`config.mk`:
```
export PLATFORM = sky130hd
export DESIGN_NAME = hazard_ctrl
export DESIGN_NICKNAME = d
export VERILOG_FILES = /design/src/rtl/cpu_ctrl_pkg.sv /design/src/rtl/sat_counter.sv /design/src/rtl/hazard_ctrl.sv
export SDC_FILE = /design/constraint.sdc
export NUM_CORES = 1
export LEC_CHECK = 0
export CAP_MARGIN = 15
export CORE_ASPECT_RATIO = 0.5
export CORE_MARGIN = 5
export CORE_UTILIZATION = 40
export CTS_BUF_LIST = sky130_fd_sc_hd__clkbuf_8
export DETAILED_ROUTE_END_ITERATION = 6
export HOLD_SLACK_MARGIN = 0.12
export SYNTH_ARGS = -nofsm -noshare
export SYNTH_HDL_FRONTEND = slang
export SYNTH_SLANG_ARGS = --single-unit
```
`constraint.sdc`:
```
create_clock -name clk -period 2.9 [get_ports clk]
set_input_delay 0.58 -clock clk [delete_from_list [all_inputs] [get_ports clk]]
set_output_delay 0.58 -clock clk [all_outputs]
set_load 0.01 [all_outputs]
```
`src/rtl/cpu_ctrl_pkg.sv`:
```
// Shared definitions for the CPU pipeline control blocks: hazard FSM states,
// default parameters, bubble encodings and the packed control-output bundle.
package cpu_ctrl_pkg;

  typedef enum logic [1:0] {
    RUN    = 2'd0,
    DRAIN  = 2'd1,
    HALTED = 2'd2
  } hz_state_t;

  localparam int DRAIN_CYCLES_DEF = 3;
  localparam int CNT_W_DEF        = 16;

  // Encodings the pipeline registers load when flushed.
  localparam logic [31:0] NOP_INSTR   = 32'h0000_0013;
  localparam logic [7:0]  BUBBLE_CTRL = 8'h00;

  typedef struct packed {
    logic pc_write;
    logic pc_src_branch;
    logic if_id_write;
    logic if_id_flush;
    logic id_ex_flush;
    logic pipe_freeze;
    logic halted;
  } hz_ctrl_t;

  localparam hz_ctrl_t CTRL_RUN = '{
    pc_write: 1'b1, pc_src_branch: 1'b0, if_id_write: 1'b1,
    if_id_flush: 1'b0, id_ex_flush: 1'b0, pipe_freeze: 1'b0, halted: 1'b0
  };

  localparam hz_ctrl_t CTRL_RESET = '{
    pc_write: 1'b0, pc_src_branch: 1'b0, if_id_write: 1'b0,
    if_id_flush: 1'b1, id_ex_flush: 1'b1, pipe_freeze: 1'b0, halted: 1'b0
  };

  localparam hz_ctrl_t CTRL_HALT = '{
    pc_write: 1'b0, pc_src_branch: 1'b0, if_id_write: 1'b0,
    if_id_flush: 1'b0, id_ex_flush: 1'b0, pipe_freeze: 1'b1, halted: 1'b1
  };

endpackage

```
`src/rtl/sat_counter.sv`:
```
// Event counter that sticks at all-ones instead of wrapping; clear wins over inc.
module sat_counter #(
  parameter int W = 16
) (
  input  logic         clk,
  input  logic         clear_i,
  input  logic         inc_i,
  output logic [W-1:0] cnt_o
);

  logic [W-1:0] cnt_q, cnt_d;

  always_comb begin
    cnt_d = cnt_q;
    if (clear_i) begin
      cnt_d = '0;
    end else if (inc_i && (cnt_q != '1)) begin
      cnt_d = cnt_q + 1'b1;
    end
  end

  always_ff @(posedge clk) begin
    cnt_q <= cnt_d;
  end

  assign cnt_o = cnt_q;

endmodule

```
`src/rtl/hazard_ctrl.sv`:
```
// Pipeline sequencing controller: turns hazard indications into PC/IF/ID/EX
// enables, flushes and freeze, and runs the HLT drain sequence.
module hazard_ctrl
  import cpu_ctrl_pkg::*;
#(
  parameter int DRAIN_CYCLES = DRAIN_CYCLES_DEF,
  parameter int CNT_W        = CNT_W_DEF
) (
  input  logic             clk,
  input  logic             rst,
  input  logic             dataDep,
  input  logic             branch_taken,
  input  logic             halt_id,
  input  logic             mem_busy,
  output logic             pc_write,
  output logic             pc_src_branch,
  output logic             if_id_write,
  output logic             if_id_flush,
  output logic             id_ex_flush,
  output logic             pipe_freeze,
  output logic             halted,
  output logic [CNT_W-1:0] stall_cnt,
  output logic [CNT_W-1:0] flush_cnt
);

  localparam int DW = (DRAIN_CYCLES > 1) ? $clog2(DRAIN_CYCLES) : 1;

  hz_state_t     state_q, state_d;
  logic          ld_stalled_q, ld_stalled_d;
  logic [DW-1:0] drain_q, drain_d;
  hz_ctrl_t      ctrl;
  logic          stall_inc;
  logic          flush_inc;

  always_comb begin
    ctrl         = CTRL_RUN;
    state_d      = state_q;
    ld_stalled_d = ld_stalled_q;
    drain_d      = drain_q;
    stall_inc    = 1'b0;
    flush_inc    = 1'b0;

    case (state_q)
      RUN: begin
        if (mem_busy) begin
          // EX is frozen; keep the stall history while the dependency persists.
          ctrl.pc_write    = 1'b0;
          ctrl.if_id_write = 1'b0;
          ctrl.pipe_freeze = 1'b1;
          if (!dataDep) begin
            ld_stalled_d = 1'b0;
          end
        end else if (branch_taken) begin
          ctrl.pc_src_branch = 1'b1;
          ctrl.if_id_flush   = 1'b1;
          ctrl.id_ex_flush   = 1'b1;
          flush_inc          = 1'b1;
          ld_stalled_d       = 1'b0;
        end else if (dataDep && !ld_stalled_q) begin
          ctrl.pc_write    = 1'b0;
          ctrl.if_id_write = 1'b0;
          ctrl.id_ex_flush = 1'b1;
          stall_inc        = 1'b1;
          ld_stalled_d     = 1'b1;
        end else if (dataDep) begin
          ld_stalled_d = 1'b0;
        end else begin
          ld_stalled_d = 1'b0;
          if (halt_id) begin
            ctrl.pc_write    = 1'b0;
            ctrl.if_id_flush = 1'b1;
            drain_d          = DW'(DRAIN_CYCLES - 1);
            state_d          = DRAIN;
          end
        end
      end

      DRAIN: begin
        ctrl.pc_write    = 1'b0;
        ctrl.if_id_flush = 1'b1;
        ctrl.id_ex_flush = 1'b1;
        ld_stalled_d     = 1'b0;
        if (mem_busy) begin
          ctrl.pipe_freeze = 1'b1;
        end else if (drain_q == '0) begin
          state_d = HALTED;
        end else begin
          drain_d = drain_q - 1'b1;
        end
      end

      HALTED: begin
        ctrl         = CTRL_HALT;
        ld_stalled_d = 1'b0;
      end

      default: begin
        state_d = RUN;
      end
    endcase

    if (rst) begin
      ctrl      = CTRL_RESET;
      stall_inc = 1'b0;
      flush_inc = 1'b0;
    end
  end

  always_ff @(posedge clk) begin
    if (rst) begin
      state_q      <= RUN;
      ld_stalled_q <= 1'b0;
      drain_q      <= '0;
    end else begin
      state_q      <= state_d;
      ld_stalled_q <= ld_stalled_d;
      drain_q      <= drain_d;
    end
  end

  sat_counter #(.W(CNT_W)) u_stall_cnt (
    .clk     (clk),
    .clear_i (rst),
    .inc_i   (stall_inc),
    .cnt_o   (stall_cnt)
  );

  sat_counter #(.W(CNT_W)) u_flush_cnt (
    .clk     (clk),
    .clear_i (rst),
    .inc_i   (flush_inc),
    .cnt_o   (flush_cnt)
  );

  assign pc_write      = ctrl.pc_write;
  assign pc_src_branch = ctrl.pc_src_branch;
  assign if_id_write   = ctrl.if_id_write;
  assign if_id_flush   = ctrl.if_id_flush;
  assign id_ex_flush   = ctrl.id_ex_flush;
  assign pipe_freeze   = ctrl.pipe_freeze;
  assign halted        = ctrl.halted;

endmodule

```
# Word-level counts from Yosys, hierarchy flattened
# Index checks and enable logic that the tools add are counted.
# word_totals
register_bits,37
output_inout_bits,39
# op_classes
n_addsub,3
n_reduce_logical,12
bitwise_logic,1
n_eq_ne,13
n_mux,47
# op_table
op,count
$add 16x1->16 const B,2
$mux 2,16
$ne 16x16->1 const B,2
$mux 1,24
$ne 2x2->1 const B,8
$reduce_and 8->1,2
$pmux 3 s3,1
$pmux 2 s2,2
$mux 7,1
$pmux 2 s3,1
$logic_not 2->1,2
$pmux 1 s2,2
$reduce_bool 2->1,2
$logic_and 1x1->1,3
$ne 3x3->1 const B,1
$eq 2x1->1 const B,1
$eq 2x2->1 const B,1
$reduce_and 2->1,1
$reduce_or 2->1,1
$sub 2x1->2 const B,1
$logic_not 1->1,1
$not 1->1,1

# Longest topological paths before layout
# Gate-level depths: netlist (run 1).
# depth
word_depth,8
depth_mapped,8
depth_no_buf,7

# Hierarchy
# A second synthesis (run 1) with hierarchy kept.
# unflattened
cells_unflattened,257
area_unflattened_um2,2177.1
# modules_own_cells
mod,n_inst,area_each_um2,cells_per_inst
sat_counter,2,848.3,99
hazard_ctrl,1,480.5,59

# Least setup slack after synthesis (run 1)
# Ideal clock, no wire load.
# synth_path
path_kind,flip-flop to flip-flop
from,register state_q[1]
to,"register u_stall_cnt.cnt_q[10], in the netlist u_stall_cnt.cnt_o[10]"
required_time_ps,2779
path_slack_ps,893
setup_ps,121
stages_incl_launch_ff,8
t_arrival_ps,1886
path_cell_list,dfxtp_1 > inv_1 > ha_1 > nor3b_1 > nand2_1 > buf_2 > nor4_1 > mux2_2
# synth_via
elab_chain_len,4
# synth_lines
element,line,source
start: declaration,hazard_ctrl.sv:28,"hz_state_t state_q, state_d;"
start signal: assignment,hazard_ctrl.sv:115,state_q <= state_d;
$logic_not 2->1,hazard_ctrl.sv:43,case (state_q)
$mux 1,hazard_ctrl.sv:43,
$mux 1,hazard_ctrl.sv:102,if (rst) begin
$logic_and 1x1->1,sat_counter.sv:17,end else if (inc_i && (cnt_q != '1)) begin
end signal: assignment,sat_counter.sv:23,cnt_q <= cnt_d;
end: declaration,sat_counter.sv:11,"logic [W-1:0] cnt_q, cnt_d;"
# Every way passes these cells.
# A chain may end at the register's enable or synchronous reset.

# Worst setup path in the final report (run 1)
# layout_path
from,input mem_busy
to,output if_id_flush
# layout_via
elab_chain_len,3
# layout_lines
element,line,source
start: declaration,hazard_ctrl.sv:14,"input logic mem_busy,"
$mux 2,hazard_ctrl.sv:45,if (mem_busy) begin
$pmux 3 s3,hazard_ctrl.sv:43,
$mux 7,hazard_ctrl.sv:102,
end: declaration,hazard_ctrl.sv:18,"output logic if_id_flush,"
# Every way passes these cells.

==> impl_results.md, run 1 <==
* Stage delay of the slowest cell on the critical path at ~0.55 ns
* Routed vias/inst at ~5.9
* Start point of the worst hold path: drain_q[1]
* Post-CTS Setup Repair Bufs at 0
* Max FO, Critical Path at 8
* Total number of vias at roughly 2,300
* Fin crit share at 96.9%
* Gate power share at between 9 and 10%
* Cells along the critical path: clkdlybuf4s50_1 -> nor3b_1 -> o21ai_0 -> nand2_1 -> clkdlybuf4s50_1
* Sequential fraction of design power at 53.0%
* Data required, critical path at ~2.3 ns
* Ports at 45
* Syn Nets at around 280
* Detailed Place HPWL at between 4 and 5 mm
* Number of cells on the worst hold path at 2
* Minimum clock period at 2.81 ns
* Internal reg-to-reg setup slack at approximately 0.57 ns
* Standard cell with the maximum stage delay on the critical path: sky130_fd_sc_hd__clkdlybuf4s50_1
* Longest Clk Path Bufs at 2
* Sum of overflow across all layers after global routing at 0
* Overall Global Routing Usage at between 10% and 20%
* Post-Syn Area at 2170 um^2
* Relative slew slack at around 44%
* Post-synthesis sequential area ratio at around a third
* Clock sink count at 37
* Origin of the critical flop-to-flop path: state_q[1]
* Global Route met1 Usage at 19.9%
* Number of standard-cell rows in the floorplan at 19
* Total chip power at roughly 0.00097 W
* 1st-iter DRT viols at between 150 and 200
* Number of antenna cells inserted at 0
* Critical path type: in -> out
* Yosys Warn Count at 0
* 1st-pass router iterations at 4
* Met2 usage in global routing at 27.0%
* Fraction of synthesis flops using an asynchronous set or reset pin at 0%
* Critical Path Sink Type: primary output
* TritonCTS Buffers at 5
* Minimum setup slack in the final design at slightly above 0.09 ns
* Area of the core at around 5400 um^2
* Worst path arrival time at approximately 2.2 ns
* Global-route layer with the greatest usage: met2
* Post-Route Setup TNS at 0 ns
* Worst vdd rail ir drop at 0.158 mV
* Worst R2R Path Depth at 7
* Port Buffers at 44
* P&R area growth vs syn at 28.4%
* Startpoint type of the worst setup path: primary input
* Transition time at the pin with the least slew margin at approximately 0.84 ns
* Hold-fix buffer count after cts at 0
* Maximum number of pins on one net before global-route repair at 31
* Final-stage net count at between 300 and 400
* Result of the run: finished, final reports clean
* DRC violations left at 0
* Antenna violations before repair at 0
* Final max-slew violation count at 0
* Total setup violations reported at the end of the flow at 0
* Number of max-capacitance violations reported at 0
* EDFF count, synth at 0
* Hold Path Class: reg -> reg
* Clock-pin slew on the worst setup and hold paths at 0.07 ns
* Hold slack final at a little under 0.5 ns
* PostCTS Resize Cnt at 0
* Area taken by multi-input logic gates at between 1000 and 1500 um^2
* Avg Inst Size Synth at just over 8 um^2
* Leak at a little under 0.9 nW
* Clock power share at about 38%
* Total number of H-tree levels at 2
* Number of global-route vias before repair at 2,097
* Layout cell share with drive strength beyond 1 at about 6.4%
* Unrepaired setup endpoints after global routing: no
* Worst Skew at around 0.0073 ns
* Count of state elements after synthesis at 37
* Die area at slightly above 7000 um^2
* Clock tree from TritonCTS: yes
* Clock Root Buffer: sky130_fd_sc_hd__clkbuf_8
* Net switching power of the design at around 0.00023 W
* Routed WL at roughly 5.6 mm
* Pre-CTS setup slack at 0.141 ns
* End point of the most critical hold path: drain_q[1]
* Mapped Cells at 267
* Register cell area after layout at 741 um^2
* Endpoint of the lowest-slack register-to-register path: u_stall_cnt.cnt_o[13]
* Final Core Density at about 52%
* Timing-limited maximum frequency at 356 MHz
* Fill count at ~520
* Initial cell density of the core at about two fifths
* Final number of hold-violating endpoints at 0
* Pwr per Cell Area at roughly 350 nW/um^2
* Fraction of power spent switching nets at 24.0%
* Average routed wire per standard cell at around 15 um
* Routability congestion estimate from global placement at about 0.88
* Global Route met3 Usage at under 10%
* Die outline height at slightly above 60 um
* Chip Width at ~110 um
* Distinct cell type count after synthesis at 41
* Clk_lat worst skew at slightly below 0.3 ns
* Cell mode on critical path: sky130_fd_sc_hd__clkdlybuf4s50_1
* Most used flip-flop cell after synthesis: sky130_fd_sc_hd__dfxtp_1
* Total internal power at between 0.0007 and 0.0008 W
* Wire length of the first global-routing pass at a little under 10 mm
* Count of nets left with antenna violations after detail routing at 0
[power groups by stage]
stage / registers [W] / clock network, W / logic, W
4_1_cts: 0.000515 / 0.000377 / 0.0000885
5_1_grt: 0.000515 / 0.000407 / 0.0000981
6_report: 0.000515 / 0.000367 / 0.0000888
3_5_place_dp: 0.000527 / 0 / 0.0000882
3_3_place_gp: 0.000526 / 0 / 0.0000868
2_1_floorplan: 0.000526 / 0 / 0.0000470
[cell usage after synthesis, types with 9 or more instances]
cell type / number / area, um^2
sky130_fd_sc_hd__dfxtp_1: 37 / 741
sky130_fd_sc_hd__a21oi_1: 24 / 120
sky130_fd_sc_hd__nand2_1: 18 / 67.6
sky130_fd_sc_hd__nor2_1: 18 / 67.6
sky130_fd_sc_hd__nand3_1: 15 / 75.1
sky130_fd_sc_hd__o21ai_0: 15 / 75.1
sky130_fd_sc_hd__nand4_1: 12 / 75.1
sky130_fd_sc_hd__inv_1: 10 / 37.5
sky130_fd_sc_hd__nor4_1: 10 / 62.6
sky130_fd_sc_hd__o31ai_1: 9 / 67.6
sky130_fd_sc_hd__or4_1: 9 / 67.6
[sequential cells by signal, indices dropped and copies added, names as in the netlist]
name,count
state_q,2
u_flush_cnt.cnt_o,16
ld_stalled_q,1
u_stall_cnt.cnt_o,16
drain_q,2
[worst max-delay path by stage]
stage	startpoint	to	slack [ns]	depth (start not counted)
floorplan	state_q[1]	u_stall_cnt.cnt_o[10]	0.89	7
global placement	dataDep	pc_write	0.16	6
detailed placement	dataDep	pc_write	0.14	6
CTS	state_q[1]	pc_write	0.12	6
global route	dataDep	pc_write	0.04	6
finish	mem_busy	if_id_flush	0.09	5
[critical path: cells and delay by family]
family	cells	cell delay [ns]
buf+inv	2	1.08
simple gates	2	0.42
compound gates	1	0.15
[per-layer routing]
metal | share of wire, % | wire (um) | vias up
met2 | 48 | 2700 | 64
met4 | 1.4 | 81 | 0
met3 | 5.2 | 292 | 10
met5 | 0 | 0 | -
met1 | 45 | 2560 | 1086
li1 | - | - | 1118
[logic make-up after synthesis]
kind of cell	count (synthesis)	share of synthesized area, %
muxes	10	4.83
adders and majority gates	8	4.60
AOI/OAI and AO/OA	67	19.2
DFF	37	34.1
and+or+nand+nor	123	33.2
buffers and inverters	22	4.08
[per-stage QoR]
step / instance area (um^2) / instances
finish: 2790 / 386
global route: 2790 / 386
CTS: 2790 / 386
detailed placement: 2700 / 379
global placement: 2700 / 379
floorplan: 2170 / 267
[area by class of cell]
cell class	count	share of cell area (%)
clock buffer	6	2.96
clock inverter	1	0.134
inverter	11	1.48
multi-input combinational	208	48.3
sequential	37	26.5
tap	73	3.27
timing repair buffer	50	17.4
[layout by cell type, fill, tap and decap left out, types with 7 or more instances in the layout]
master and n:
sky130_fd_sc_hd__dfxtp_1 37, sky130_fd_sc_hd__inv_1 11, sky130_fd_sc_hd__or4_1 9, sky130_fd_sc_hd__o21ai_0 14, sky130_fd_sc_hd__nor2_1 18, sky130_fd_sc_hd__clkdlybuf4s50_1 44
sky130_fd_sc_hd__nand3_1 15, sky130_fd_sc_hd__and3_1 7, sky130_fd_sc_hd__nor4_1 10, sky130_fd_sc_hd__nor2b_1 7, sky130_fd_sc_hd__or3_1 7, sky130_fd_sc_hd__a21oi_1 24
sky130_fd_sc_hd__nand2_1 18, sky130_fd_sc_hd__ha_1 7, sky130_fd_sc_hd__o31ai_1 9, sky130_fd_sc_hd__nand4_1 12, sky130_fd_sc_hd__nor3_1 8
No activity file was read; power rests on OpenSTA's default activity.
==> inputs of run 2 (changes only) <==
PLACE_DENSITY_LB_ADDON = 0.12   (was not set)
TNS_END_PERCENT = 30   (was not set)
clock period = 2.65 ns   (was 2.9 ns; I/O delays follow)
==> run 2 against run 1 <==
Net effect: clock power rose by 6.0%; die area unchanged; cell area up 2.9%; power grew 9.1%; non-clock buffer count rose by 8; sequential share of layout area down 0.71 points; register-to-register slack worse by 0.20 ns; critical endpoint is now id_ex_flush; highest routed layer unchanged.
==> impl_results.md, run 2 (synthesis gave the netlist of run 1 again) <==
* Result of the run: finished, final reports clean
* Gate power share at around 10%
* TritonCTS Buffers at 5
* Worst Skew at around 0.0065 ns
* Timing-limited maximum frequency at a little under 400 MHz
* Die area at approximately 7100 um^2
* Startpoint type of the worst setup path: flip-flop
* Antenna violations before repair at 0
* Final-stage net count at around 340
* Cells along the critical path: inv_1 -> ha_1 -> nor3b_2 -> o21ai_0 -> nand2_1 -> clkdlybuf4s50_1
* Minimum clock period at ~2.5 ns
* Port Buffers at 44
* Average routed wire per standard cell at about 15 um
* Number of standard-cell rows in the floorplan at 19
* Clock power share at 36.8%
* Final max-slew violation count at 0
* Hold Path Class: reg -> reg
* Ports at 45
* Clock Root Buffer: sky130_fd_sc_hd__clkbuf_8
* Worst path arrival time at roughly 2.0 ns
* Critical Path Sink Type: primary output
* Total setup violations reported at the end of the flow at 0
* Sequential fraction of design power at a little over half
* Total number of H-tree levels at 2
* Clock tree from TritonCTS: yes
* Die outline height at slightly above 60 um
* Final Core Density at 53.5%
* Net switching power of the design at 0.000270 W
* Leak at 0.968 nW
* P&R area growth vs syn at 32.2%
* Maximum number of pins on one net before global-route repair at 30
* Worst vdd rail ir drop at about 0.19 mV
* Longest Clk Path Bufs at 2
* Fraction of power spent switching nets at 25.5%
* Initial cell density of the core at roughly two fifths
* Hold-fix buffer count after cts at 0
* Most common cell after layout, fill and taps aside: sky130_fd_sc_hd__clkdlybuf4s50_1
* Top library cells by usage in the layout, fill and taps aside: sky130_fd_sc_hd__clkdlybuf4s50_1, sky130_fd_sc_hd__dfxtp_1, sky130_fd_sc_hd__a21oi_1
* Relative slew slack at 48.7%
* Clk_lat worst skew at 0.31 ns
* Total number of vias at roughly 2,300
* Post-CTS Setup Repair Bufs at 0
* Data required, critical path at 2.12 ns
* Clock sink count at 37
* 1st-iter DRT viols at between 100 and 150
* Wire length of the first global-routing pass at just under 10 mm
* Number of global-route vias before repair at approximately 2,100
* Chip Width at 114 um
* Fill count at 536
* 1st-pass router iterations at 4
* Critical path type: reg -> out
* Stage delay of the slowest cell on the critical path at ~0.53 ns
* Clock-pin slew on the worst setup and hold paths at roughly 0.07 ns
* Detailed Place HPWL at roughly 4.2 mm
* Total internal power at approximately 0.00079 W
* Placed Cells at between 300 and 400
* Pwr per Cell Area at 368 nW/um^2
* Number of antenna cells inserted at 0
* Fin crit share at a little over nine tenths
* Routed vias/inst at 5.71
* Number of standard cells in the layout, taps in and fillers out at slightly below 400
* Number of max-capacitance violations reported at 0
* Layout cell share with drive strength beyond 1 at under 10%
* Overall Global Routing Usage at roughly 17%
* Routed WL at between 5 and 6 mm
* Transition time at the pin with the least slew margin at roughly 0.76 ns
* Count of nets left with antenna violations after detail routing at 0
* Area of the core at 5370 um^2
* Sum of overflow across all layers after global routing at 0
* Routability congestion estimate from global placement at between 0.8 and 0.9
* Max FO, Critical Path at 6
* DRC violations left at 0
* Unrepaired setup endpoints after global routing: yes
* Standard cell with the maximum stage delay on the critical path: sky130_fd_sc_hd__clkdlybuf4s50_1
* Final number of hold-violating endpoints at 0
## run 2: path summary, 6_finish.rpt
kind / start / to / slack (ns) / cells after the start
worst max-delay path: state_q[1] / id_ex_flush / 0.14 / 6
worst min-delay path: drain_q[1] / drain_q[1] / 0.48 / 2
worst max register to register: state_q[0] / u_stall_cnt.cnt_o[13] / 0.37 / 7
worst min register to register: drain_q[1] / drain_q[1] / 0.48 / 2
## run 2: timing repair
item | 4_1_cts | 5_1_grt
setup endpoints to repair | 3 | 4
gates cloned | 0 | 0
resized for setup | 3 | 7
## run 2: stage by stage
step           instance area (um^2)  setup TNS, ns  hold slack [ns]  worst slack (ns)  total power (W)
2_1_floorplan                  2170              0            0.450             0.643         0.000627
3_3_place_gp                   2760        -0.0102            0.461           -0.0102         0.000678
3_5_place_dp                   2760        -0.0584            0.466           -0.0434         0.000681
4_1_cts                        2850              0            0.477            0.0354          0.00107
5_1_grt                        2870      -0.000176            0.525         -0.000176          0.00111
6_report                       2870              0            0.479             0.136          0.00106
## run 2: power groups by stage
stage	Sequential [W]	Clock, W	Combinational (W)
CTS	0.000563	0.000399	0.000105
global placement	0.000576	0	0.000102
finish	0.000564	0.000389	0.000106
detailed placement	0.000576	0	0.000104
global route	0.000564	0.000425	0.000116
floorplan	0.000576	0	0.0000514
## run 2: final cells by class
cell class | instances | area, um^2 | area share (%)
repair buffers | 58 | 554 | 19.3
well taps | 73 | 91.3 | 3.18
clock buffers | 5 | 68.8 | 2.39
inverters | 11 | 41.3 | 1.44
multi-input cells | 208 | 1360 | 47.4
clock inverters | 3 | 13.8 | 0.479
flip-flops and latches | 37 | 742 | 25.8
## run 2: worst max-delay path: cells and delay by family, from the launching register on
kind,cells,cell delay [ns]
AO/OA/AOI/OAI,1,0.11
adder cells (fa/ha/maj),1,0.25
buffers and inverters,2,0.74
flip-flops,1,0.33
AND/OR/NAND/NOR,2,0.27
## run 2: per-layer routing
layer / global-route usage (%) / vias up / share of wire (%)
met5: 0 / - / 0
li1: - / 1128 / -
met3: 4.56 / 11 / 4.7
met2: 28.6 / 42 / 48
met1: 20.3 / 1075 / 46
met4: 6.07 / 0 / 1.5
